<file path="src/rtl/sq_meas_pkg.sv">
// Shared definitions for the square-wave period/duty meter.
// Contents:
//   meas_state_e    per-channel FSM state (IDLE, ARM, MEAS)
//   DEF_*           default widths and timeout used by sq_meas_chan / sq_freq_duty_meter
package sq_meas_pkg;

  typedef enum logic [1:0] {
    ST_IDLE = 2'd0,
    ST_ARM  = 2'd1,
    ST_MEAS = 2'd2
  } meas_state_e;

  localparam int          DEF_CH          = 2;
  localparam int          DEF_CNT_W       = 32;
  localparam int          DEF_CYC_W       = 16;
  // 1 s at 200 MHz
  localparam int unsigned DEF_TIMEOUT_CYC = 200_000_000;

endpackage

</file>
<file path="src/rtl/sq_meas_chan.sv">
// One measurement channel: synchronizer, rising-edge detect, IDLE/ARM/MEAS FSM,
// period/high accumulators with saturation and a no-edge timeout.
// Ports:
//   pll_clk, sys_rst_n   measurement clock, async active-low reset
//   wave_i               asynchronous square-wave input
//   start_i              one-cycle arm pulse (only used when CONTINUOUS=0)
//   meas_cycles_i        periods per window, sampled when a window is armed (0 -> 1)
//   period_total_o       ticks over the last completed window
//   high_total_o         high ticks over the last completed window
//   res_valid_o          one-cycle pulse when period/high totals were updated
//   timeout_o            one-cycle pulse when the window was aborted
//   busy_o               FSM in ARM or MEAS
//   state_o              current FSM state (debug)
// Output semantics: res_valid_o and timeout_o are single-cycle strobes with no
// back-pressure; the totals are valid from the res_valid_o cycle and held until
// the next res_valid_o.
module sq_meas_chan
  import sq_meas_pkg::*;
#(
  parameter int          CNT_W       = DEF_CNT_W,
  parameter int          CYC_W       = DEF_CYC_W,
  parameter int unsigned TIMEOUT_CYC = DEF_TIMEOUT_CYC,
  parameter bit          CONTINUOUS  = 1'b1
) (
  input  logic             pll_clk,
  input  logic             sys_rst_n,
  input  logic             wave_i,
  input  logic             start_i,
  input  logic [CYC_W-1:0] meas_cycles_i,
  output logic [CNT_W-1:0] period_total_o,
  output logic [CNT_W-1:0] high_total_o,
  output logic             res_valid_o,
  output logic             timeout_o,
  output logic             busy_o,
  output meas_state_e      state_o
);

  localparam int TO_W = (TIMEOUT_CYC < 2) ? 1 : $clog2(TIMEOUT_CYC);

  // input path: 2-FF synchronizer plus one registered copy for edge detect
  logic sync1_q, sync2_q, prev_q;
  logic rise;

  meas_state_e      state_q, state_d;
  logic [CYC_W-1:0] n_lat_q, n_lat_d;
  logic [CYC_W-1:0] edge_cnt_q, edge_cnt_d;
  logic [CNT_W-1:0] per_acc_q, per_acc_d;
  logic [CNT_W-1:0] high_acc_q, high_acc_d;
  logic [TO_W-1:0]  to_cnt_q, to_cnt_d;
  logic [CNT_W-1:0] period_total_q, period_total_d;
  logic [CNT_W-1:0] high_total_q, high_total_d;
  logic             res_valid_q, res_valid_d;
  logic             timeout_q, timeout_d;

  logic [CYC_W-1:0] n_arm;
  logic             last_edge;
  logic             to_expire;
  logic [CNT_W-1:0] per_inc;
  logic [CNT_W-1:0] high_inc;

  assign rise      = sync2_q & ~prev_q;
  assign n_arm     = (meas_cycles_i == '0) ? CYC_W'(1) : meas_cycles_i;
  // widened compare so edge_cnt+1 cannot wrap for n_lat at full scale
  assign last_edge = (({1'b0, edge_cnt_q} + (CYC_W+1)'(1)) == {1'b0, n_lat_q});
  assign to_expire = (to_cnt_q == TO_W'(TIMEOUT_CYC - 1));
  assign per_inc   = (per_acc_q  == '1) ? per_acc_q  : per_acc_q  + CNT_W'(1);
  assign high_inc  = (high_acc_q == '1) ? high_acc_q : high_acc_q + CNT_W'(1);

  always_ff @(posedge pll_clk or negedge sys_rst_n) begin
    if (!sys_rst_n) begin
      sync1_q        <= 1'b0;
      sync2_q        <= 1'b0;
      prev_q         <= 1'b0;
      state_q        <= ST_IDLE;
      n_lat_q        <= '0;
      edge_cnt_q     <= '0;
      per_acc_q      <= '0;
      high_acc_q     <= '0;
      to_cnt_q       <= '0;
      period_total_q <= '0;
      high_total_q   <= '0;
      res_valid_q    <= 1'b0;
      timeout_q      <= 1'b0;
    end else begin
      sync1_q        <= wave_i;
      sync2_q        <= sync1_q;
      prev_q         <= sync2_q;
      state_q        <= state_d;
      n_lat_q        <= n_lat_d;
      edge_cnt_q     <= edge_cnt_d;
      per_acc_q      <= per_acc_d;
      high_acc_q     <= high_acc_d;
      to_cnt_q       <= to_cnt_d;
      period_total_q <= period_total_d;
      high_total_q   <= high_total_d;
      res_valid_q    <= res_valid_d;
      timeout_q      <= timeout_d;
    end
  end

  always_comb begin
    state_d        = state_q;
    n_lat_d        = n_lat_q;
    edge_cnt_d     = edge_cnt_q;
    per_acc_d      = per_acc_q;
    high_acc_d     = high_acc_q;
    to_cnt_d       = to_cnt_q;
    period_total_d = period_total_q;
    high_total_d   = high_total_q;
    res_valid_d    = 1'b0;
    timeout_d      = 1'b0;
    case (state_q)
      ST_IDLE: begin
        if (CONTINUOUS || start_i) begin
          state_d    = ST_ARM;
          n_lat_d    = n_arm;
          edge_cnt_d = '0;
          per_acc_d  = '0;
          high_acc_d = '0;
          to_cnt_d   = '0;
        end
      end
      ST_ARM: begin
        if (rise) begin
          // opening edge cycle is counted as one high tick
          state_d    = ST_MEAS;
          per_acc_d  = CNT_W'(1);
          high_acc_d = CNT_W'(1);
          edge_cnt_d = '0;
          to_cnt_d   = '0;
        end else if (to_expire) begin
          timeout_d = 1'b1;
          state_d   = ST_IDLE;
        end else begin
          to_cnt_d = to_cnt_q + TO_W'(1);
        end
      end
      ST_MEAS: begin
        if (rise) begin
          to_cnt_d = '0;
          if (last_edge) begin
            // closing edge tick is not part of this window
            period_total_d = per_acc_q;
            high_total_d   = high_acc_q;
            res_valid_d    = 1'b1;
            if (CONTINUOUS) begin
              // the closing edge opens the next window, so no edge is lost
              state_d    = ST_MEAS;
              per_acc_d  = CNT_W'(1);
              high_acc_d = CNT_W'(1);
              edge_cnt_d = '0;
              n_lat_d    = n_arm;
            end else begin
              state_d = ST_IDLE;
            end
          end else begin
            edge_cnt_d = edge_cnt_q + CYC_W'(1);
            per_acc_d  = per_inc;
            high_acc_d = high_inc;
          end
        end else if (to_expire) begin
          timeout_d = 1'b1;
          state_d   = ST_IDLE;
        end else begin
          to_cnt_d  = to_cnt_q + TO_W'(1);
          per_acc_d = per_inc;
          if (sync2_q) begin
            high_acc_d = high_inc;
          end
        end
      end
      default: state_d = ST_IDLE;
    endcase
  end

  assign period_total_o = period_total_q;
  assign high_total_o   = high_total_q;
  assign res_valid_o    = res_valid_q;
  assign timeout_o      = timeout_q;
  assign busy_o         = (state_q != ST_IDLE);
  assign state_o        = state_q;

endmodule

</file>
<file path="src/rtl/sq_freq_duty_meter.sv">
// Multi-channel square-wave period/duty meter on the 200 MHz PLL clock.
// Each channel counts N full input periods and reports the total ticks and
// the high ticks over that window; frequency and duty are derived downstream.
// Ports:
//   pll_clk, sys_rst_n   measurement clock, async active-low reset
//   wave_in[CH]          asynchronous square-wave inputs
//   start                one-cycle pulse arming all idle channels (CONTINUOUS=0)
//   meas_cycles          periods per window, sampled at arm (0 -> 1)
//   period_total         per-channel window ticks, channel c at [c*CNT_W +: CNT_W]
//   high_total           per-channel high ticks, same layout
//   res_valid[CH]        one-cycle result strobe per channel
//   timeout[CH]          one-cycle abort strobe per channel
//   busy[CH]             channel in ARM or MEAS
//   chan_state_dbg       per-channel FSM state, channel c at [2*c +: 2] (debug)
module sq_freq_duty_meter
  import sq_meas_pkg::*;
#(
  parameter int          CH          = DEF_CH,
  parameter int          CNT_W       = DEF_CNT_W,
  parameter int          CYC_W       = DEF_CYC_W,
  parameter int unsigned TIMEOUT_CYC = DEF_TIMEOUT_CYC,
  parameter bit          CONTINUOUS  = 1'b1
) (
  input  logic                pll_clk,
  input  logic                sys_rst_n,
  input  logic [CH-1:0]       wave_in,
  input  logic                start,
  input  logic [CYC_W-1:0]    meas_cycles,
  output logic [CH*CNT_W-1:0] period_total,
  output logic [CH*CNT_W-1:0] high_total,
  output logic [CH-1:0]       res_valid,
  output logic [CH-1:0]       timeout,
  output logic [CH-1:0]       busy,
  output logic [2*CH-1:0]     chan_state_dbg
);

  for (genvar c = 0; c < CH; c++) begin : g_chan
    meas_state_e chan_state;

    sq_meas_chan #(
      .CNT_W      (CNT_W),
      .CYC_W      (CYC_W),
      .TIMEOUT_CYC(TIMEOUT_CYC),
      .CONTINUOUS (CONTINUOUS)
    ) u_chan (
      .pll_clk       (pll_clk),
      .sys_rst_n     (sys_rst_n),
      .wave_i        (wave_in[c]),
      .start_i       (start),
      .meas_cycles_i (meas_cycles),
      .period_total_o(period_total[c*CNT_W +: CNT_W]),
      .high_total_o  (high_total[c*CNT_W +: CNT_W]),
      .res_valid_o   (res_valid[c]),
      .timeout_o     (timeout[c]),
      .busy_o        (busy[c]),
      .state_o       (chan_state)
    );

    assign chan_state_dbg[2*c +: 2] = chan_state;
  end

endmodule

</file>
<file path="config.mk">
export PLATFORM = sky130hd
export DESIGN_NAME = sq_freq_duty_meter
export DESIGN_NICKNAME = d
export VERILOG_FILES = /design/src/rtl/sq_meas_pkg.sv /design/src/rtl/sq_meas_chan.sv /design/src/rtl/sq_freq_duty_meter.sv
export SDC_FILE = /design/constraint.sdc
export NUM_CORES = 1
export LEC_CHECK = 0
export ABC_AREA = 1
export CORE_UTILIZATION = 60
export DETAILED_ROUTE_END_ITERATION = 12
export PLACE_DENSITY_LB_ADDON = 0.25
export SLEW_MARGIN = 15
export SYNTH_ARGS = -nofsm -noshare
export SYNTH_HDL_FRONTEND = slang
export SYNTH_HIERARCHICAL = 1
export SYNTH_SLANG_ARGS = --single-unit
export TNS_END_PERCENT = 100
</file>
<file path="constraint.sdc">
create_clock -name pll_clk -period 3 [get_ports pll_clk]
set_clock_uncertainty 0.15 [all_clocks]
set_input_delay 0.3 -clock pll_clk [delete_from_list [all_inputs] [get_ports pll_clk]]
set_output_delay 0.3 -clock pll_clk [all_outputs]
set_load 0.02 [all_outputs]
</file>
======== Word level (Yosys, flattened, before mapping) ========
Index checks and enable logic that the tools add are counted.
cells by class
  equality and inequality tests ........... 26
  muxes and demuxes ....................... 67
  bitwise operators ....................... 4
  add/subtract/negate cells ............... 10
  reduce and logical (&&, ||, !) cells .... 25
operators with widths
  kind                     count
  $mux W32                 20
  $pmux W32 S3             4
  $mux W16                 11
  $add A32 B1 Y32 const B  4
  $eq A32 B32 Y1 const B   4
  $mux W28                 4
  $pmux W28 S2             2
  $pmux W16 S3             2
  $pmux W16 S2             2
  $add A28 B1 Y28 const B  2
  $eq A28 B28 Y1 const B   2
  $add A16 B1 Y17 const B  2
  $eq A17 B16 Y1           2
  $add A16 B1 Y16 const B  2
  $reduce_and A3 Y1        8
  $logic_not A16 Y1        1
  $mux W2                  8
  $mux W1                  12
  $ne A2 B1 Y1 const B     6
  $ne A3 B2 Y1 const B     4
  $pmux W2 S3              2
  $reduce_bool A2 Y1       6
  $reduce_and A4 Y1        2
  $ne A3 B1 Y1 const B     2
  other kinds (9)          18
word-level totals
  input bits .............................. 21
  register bits after elaboration ......... 390
  output and inout port bits .............. 138
  word-level logic and storage cells ...... 158

======== Logic depth before layout (Yosys ltp) ========
Gate-level depths: netlist of the first run.
  depth in word-level cells ............... 6
  mapped depth ............................ 17
  depth with buffers taken out ............ 16

======== By module ========
Netlist of the first run, hierarchy kept.
modules (own cells, without submodules)
  module                            instances  area each (µm²)  cells each  seq. area each (µm²)
  sq_meas_chan at g_chan[0].u_chan  1          11219.5          1552        4879.7
  sq_meas_chan at g_chan[1].u_chan  1          11182.0          1517        4879.7

======== Worst setup path after synthesis of the first run ========
OpenSTA, ideal clock, no wires.
  path type ............................... register to register
  from .................................... register g_chan[0].u_chan.state_q[0]
  to ...................................... register g_chan[0].u_chan.to_cnt_q[14]
  path slack .............................. 447 ps
  path buffers ............................ 1
  arrival ................................. 2278 ps
  setup time .............................. 125 ps
  cell stages (with the launch flop) ...... 13
  path through ............................ dfrtp_1 -> inv_1 -> ha_1 -> clkinv_1 -> nor2_1 -> nand3_1 -> nand2_1 -> buf_2 -> nor2_1 -> nand2_1 -> nor2_1 -> o21ai_0 -> a21oi_1
on the way
  cells in the longest elaborated chain, start to end .. 4
  elaborated cells between the ends (all ways) .. 8
  classes of those cells .................. 3 x eq/ne; 1 x mux; 4 x reduce/logical
RTL lines
  item                                                          line                 source
  from (decl)                                                   sq_meas_chan.sv:44   meas_state_e state_q, state_d;
  from (signal assigned)                                        sq_meas_chan.sv:88   state_q <= state_d;
  $eq A2 B1 Y1 or $eq A2 B2 Y1 (tied branches)                  sq_meas_chan.sv:112  case (state_q)
  $reduce_or A2 Y1 (no line)                                    --
  $ne A3 B2 Y1 (no line) or $reduce_bool A2 Y1 (tied branches)  --
  $reduce_and A2 Y1 (no line)                                   --
  to (signal assigned)                                          sq_meas_chan.sv:93   to_cnt_q <= to_cnt_d;
  to (decl)                                                     sq_meas_chan.sv:49   logic [TO_W-1:0] to_cnt_q, to_cnt_d;
Several ways; a longest one is shown, not always the timed one.
A chain may end at the register's enable or synchronous reset.

======== Final worst setup path of the first run ========
  from .................................... register g_chan[1].u_chan.edge_cnt_q[1]
  to ...................................... register g_chan[1].u_chan.n_lat_q[9]
on the way
  cells in the longest elaborated chain, start to end .. 4
RTL lines
  item                         line                source
  from (decl)                  sq_meas_chan.sv:46  logic [CYC_W-1:0] edge_cnt_q, edge_cnt_d;
  from (signal assigned)       sq_meas_chan.sv:90  edge_cnt_q <= edge_cnt_d;
  $add A16 B1 Y17              sq_meas_chan.sv:64  assign last_edge = (({1'b0, edge_cnt_q} + (CYC_W+1)'(1)) == {1'b0, n_lat_q});
  $eq A17 B16 Y1               sq_meas_chan.sv:64
  $ne A2 B1 Y1 (no line)       --
  $reduce_and A3 Y1 (no line)  --
  to (signal assigned)         sq_meas_chan.sv:89  n_lat_q <= n_lat_d;
  to (decl)                    sq_meas_chan.sv:45  logic [CYC_W-1:0] n_lat_q, n_lat_d;
Every way passes these cells.

==> flow_summary.toml, run 1 <==
[yosys]
netlist-cell-type-count = 51
postSynthCellCount = 3069
ys_async_sr_fraction_pct = 100.0
ys_warn_count = 6
flop_and_latch_count_out_of_synthesis = 390
netlist_area_sq_um = 22400
postSynthAreaPerCell_sq_um = 7.299
synth_seq_area_share_pct = 43.57
number_of_synthesized_flops_with_an_enable_pin = 0
synth_flop_cell = "sky130_fd_sc_hd__dfrtp_1"
synth_nets = 3108

[timing]
hold_slack_ns = 0.03401
fmaxAchievable_mhz = 346.0
hold_violations = 0
finalCritPeriodShare_pct = 96.33
worst_slew_pin_slew_ns = 0.8082
relSlewSlack_pct = 45.92
final_period_minus_worst_setup_slack_ns = 2.890
timing.final.setup_violations = 0
drv_slew = 0
fin_worst_setup_slack_ns = 0.1102

[setup_path]
startpoint_of_the_most_critical_setup_path = "g_chan[1].u_chan/edge_cnt_q[1]"
critPathMaxFanout = 11
critPathKind = "flop to flop"
regToRegStartpoint = "g_chan[1].u_chan/edge_cnt_q[1]"
cp-end-kind = "flop"
r2r_cells = 15
start_kind = "flop"
reg2reg_setup_slack_ns = 0.11
worst_reg2reg_path_endpoint = "g_chan[1].u_chan/n_lat_q[9]"
worst-endpoint-required_ns = 3.29
timing.critical_path.arrival_ns = 3.18

[worst_hold_path]
min-delay-path-class = "input pin to flop"
hold_path_depth = 1
min-delay-start = "wave_in[0]"
whs_endpoint = "g_chan[0].u_chan/sync1_q"

[cells_and_area]
fillers = 3030
nNetsFinal = 3294
final-seq-area_sq_um = 9759
final_cell_count_no_fill = 3754
stdcell_area_sq_um = 26170
areaGrowthSynthToFinish_pct = 16.84
fraction_of_final_layout_cells_with_drive_strength_greater_than_1_pct = 6.665
multi_input_combinational_cell_area_sq_um = 10400
diodes = 0

[global_route]
grt_max_degree = 93
global_route.usage.total_pct = 33.27
first_global_vias = 20500
grt_first_pass_wirelength_mm = 102.9
grt_residual_overflow = 0
initial_antenna_violation_count = 0

[pwr]
power_frac_clock_pct = 37.1
p_per_cell_area_nw_per_um2 = 552.8
total_switching_power_uw = 4692
p_seq_share_pct = 40.6
combinationalPowerShare_pct = 22.2
ir_drop_v = 0.0004650
cellLeakagePower_uw = 0.01261
power.internal_uw = 9776
design_power_total_uw = 14470
p_sw_share_pct = 32.43

[clocking]
clock_insertion_delay_worst_skew_ns = 0.57
cts_max_level = 2
clock_tree.root_cell = "sky130_fd_sc_hd__clkbuf_16"
cts.sink_count = 390
cts_buffer_depth = 3
cts_tree = "done"
clk_pin_slew_worst_paths_ns = 0.06
cts_inserted_buffers = 43

[floorplanning]
die_area_sq_um = 38110
chipWidth_microns = 195.2
design.portCount = 159
floorplan_core_area_sq_um = 36700
initial_utilization_pct = 61.04
die_h_microns = 195.2
placement_rows = 70

[placement]
gp_congestion = 0.9715
placed_area_sq_um = 24540
place.detailed.instances = 3661
placement.io_buffers = 157
placement.setup.worst_slack_ns = 0.05256
detailed_place_hpwl_mm = 45.13

[flow_run]
maxCapViolCount = 0

[status]
run_status = "finished, final reports clean"

[routing]
route.detailed.drc = 0
via_count = 21440
routed_wirelength_mm = 63.10
post_drt_via_cell_ratio = 5.711
number_of_iterations_in_the_first_detailed_routing_pass = 6
drtAntennaViolNets = 0
iter_0_drt_violations = 1745
wl_per_cell_microns = 16.81
-- layout make-up --
class                   instances  share of cell area, %
multi-input cells            2129                  39.73
flip-flops and latches        390                  37.29
repair buffers                230                  8.638
inverters                     461                  6.645
clock buffers                  59                  4.646
well taps                     468                  2.237
clock inverters                17                 0.8127
-- worst max-delay path by stage --
stage / to
6_report: g_chan[1].u_chan/n_lat_q[9]
5_1_grt: g_chan[1].u_chan/period_total_o[29]
4_1_cts: g_chan[1].u_chan/period_total_o[12]
3_5_place_dp: g_chan[1].u_chan/period_total_o[14]
3_3_place_gp: g_chan[0].u_chan/high_acc_q[18]
2_1_floorplan: g_chan[0].u_chan/to_cnt_q[14]
-- power groups by stage --
stage	combinational [uW]	clock, uW	sequential [uW]
5_1_grt	3590	5670	5910
3_5_place_dp	3110	0	5960
4_1_cts	3120	5470	5870
6_report	3220	5370	5880
2_1_floorplan	1960	0	5880
3_3_place_gp	3020	0	5950
-- repair_timing --
action	CTS	global route
setup endpoints to repair	0	165
setup buffers	0	14
endpoints found under the hold margin	101	0
hold buffers	1	0
gates resized for setup	0	13
-- cell families (layout without fill, tap and decap cells) --
logic type / count (synthesis) / count (layout) / synth area share (%)
DFF: 390 / 390 / 43.57
muxes: 1 / 1 / 0.04468
AOI/OAI and AO/OA: 363 / 363 / 9.126
and+or+nand+nor: 1668 / 1669 / 32.94
buffers and inverters: 551 / 767 / 10.20
adders and majority gates: 18 / 18 / 1.005
xor gates and xnor gates: 78 / 78 / 3.111
-- state kept, by name (all words and copies together), names as in the netlist --
register and flops:
g_chan.u_chan/high_total_o 64, g_chan.u_chan/high_acc_q 64, g_chan.u_chan/res_valid_o 2, g_chan.u_chan/to_cnt_q 56
g_chan.u_chan/timeout_o 2, g_chan.u_chan/sync1_q 2, g_chan.u_chan/edge_cnt_q 32, g_chan.u_chan/prev_q 2
g_chan.u_chan/period_total_o 64, g_chan.u_chan/sync2_q 2, g_chan.u_chan/state_o 4, g_chan.u_chan/per_acc_q 64
g_chan.u_chan/n_lat_q 32
-- layer usage --
metal,vias to the layer above,GRT usage [%],wire length (microns)
met5,-,0,0
met4,0,11.75,2213
met3,138,5.009,4382
met2,793,54.19,29410
met1,10180,45.37,27090
li1,10330,-,-
-- metrics by stage --
step	setup TNS, ns	utilization [%]
after floorplan	0	-
after global placement	0	66.86
after detailed placement	0	66.86
after CTS	0	70.78
after global routing	-0.01277	71.32
final	0	71.32
-- Yosys cell counts (13+ instances only) --
cell,instances,area [sq um]
sky130_fd_sc_hd__a21oi_1,60,300.3
sky130_fd_sc_hd__buf_2,23,115.1
sky130_fd_sc_hd__buf_6,23,259.0
sky130_fd_sc_hd__clkbuf_1,38,142.6
sky130_fd_sc_hd__dfrtp_1,390,9759
sky130_fd_sc_hd__ha_1,18,225.2
sky130_fd_sc_hd__inv_1,453,1700
sky130_fd_sc_hd__nand2_1,861,3232
sky130_fd_sc_hd__nand2_2,13,81.33
sky130_fd_sc_hd__nand3_1,285,1426
sky130_fd_sc_hd__nand4_1,85,531.8
sky130_fd_sc_hd__nor2_1,240,900.9
sky130_fd_sc_hd__nor2_4,13,146.4
sky130_fd_sc_hd__nor3_1,83,415.4
sky130_fd_sc_hd__nor4_1,38,237.7
sky130_fd_sc_hd__o2111ai_1,14,122.6
sky130_fd_sc_hd__o21ai_0,106,530.5
sky130_fd_sc_hd__o21ai_1,109,545.5
sky130_fd_sc_hd__o22ai_1,33,206.5
sky130_fd_sc_hd__xnor2_1,15,131.4
sky130_fd_sc_hd__xor2_1,62,543.0
-- worst max-delay path, stage by stage, from the launching register on --
cell                      delay, ns
sky130_fd_sc_hd__dfrtp_1       0.42
sky130_fd_sc_hd__ha_2          0.26
sky130_fd_sc_hd__nand2_2       0.09
sky130_fd_sc_hd__nor2_4        0.20
sky130_fd_sc_hd__nand2_1       0.13
sky130_fd_sc_hd__nand2_1       0.10
sky130_fd_sc_hd__nand2_1       0.07
sky130_fd_sc_hd__nand2_1       0.06
sky130_fd_sc_hd__nand2_1       0.11
sky130_fd_sc_hd__nor2_1        0.11
sky130_fd_sc_hd__nand3_1       0.14
sky130_fd_sc_hd__nor2_4        0.26
sky130_fd_sc_hd__nand4_4       0.27
sky130_fd_sc_hd__buf_4         0.26
sky130_fd_sc_hd__nand3_1       0.07
sky130_fd_sc_hd__nand2_1       0.06
-- cells in the final DEF (no fill, tap or decap), types with 3 or more instances in the layout --
master                            Yosys  routed
sky130_fd_sc_hd__a21oi_1             60      59
sky130_fd_sc_hd__and3_1               3       3
sky130_fd_sc_hd__buf_12               0       9
sky130_fd_sc_hd__buf_4                4      61
sky130_fd_sc_hd__bufinv_16            0       4
sky130_fd_sc_hd__clkbuf_1            38       8
sky130_fd_sc_hd__clkbuf_16            0      44
sky130_fd_sc_hd__clkbuf_8             0       8
sky130_fd_sc_hd__clkdlybuf4s50_1      0     156
sky130_fd_sc_hd__clkinv_2             0       5
sky130_fd_sc_hd__clkinvlp_4           0       5
sky130_fd_sc_hd__dfrtp_1            390     390
sky130_fd_sc_hd__ha_1                18      17
sky130_fd_sc_hd__inv_1              453     452
sky130_fd_sc_hd__inv_2                7       5
sky130_fd_sc_hd__nand2_1            861     861
sky130_fd_sc_hd__nand2_2             13      13
sky130_fd_sc_hd__nand3_1            285     285
sky130_fd_sc_hd__nand3_2              5       4
sky130_fd_sc_hd__nand3b_1            12      12
sky130_fd_sc_hd__nand4_1             85      85
sky130_fd_sc_hd__nand4_4              3       3
sky130_fd_sc_hd__nor2_1             240     239
sky130_fd_sc_hd__nor2_2               8       6
sky130_fd_sc_hd__nor2_4              13      16
sky130_fd_sc_hd__nor3_1              83      83
sky130_fd_sc_hd__nor3b_1              4       4
sky130_fd_sc_hd__nor4_1              38      38
sky130_fd_sc_hd__o2111ai_1           14      14
sky130_fd_sc_hd__o211ai_1             5       5
sky130_fd_sc_hd__o21ai_0            106     106
sky130_fd_sc_hd__o21ai_1            109     109
sky130_fd_sc_hd__o21ai_2             10      10
sky130_fd_sc_hd__o22ai_1             33      33
sky130_fd_sc_hd__o31ai_1              4       4
sky130_fd_sc_hd__o41ai_1             10      10
sky130_fd_sc_hd__or2_2               11      11
sky130_fd_sc_hd__xnor2_1             15      15
sky130_fd_sc_hd__xor2_1              62      62
Note: power is estimated with default switching activity, not from simulation.
==> run 2: changes to the inputs <==
--- a/config.mk
+++ b/config.mk
@@ -9,6 +9,7 @@
 export CORE_UTILIZATION = 60
 export DETAILED_ROUTE_END_ITERATION = 12
 export PLACE_DENSITY_LB_ADDON = 0.25
+export SKIP_LAST_GASP = 1
 export SLEW_MARGIN = 15
 export SYNTH_ARGS = -nofsm -noshare
 export SYNTH_HDL_FRONTEND = slang
==> results of run 2 <==
Final layout, timing and power as in run 1 (identical DEF).
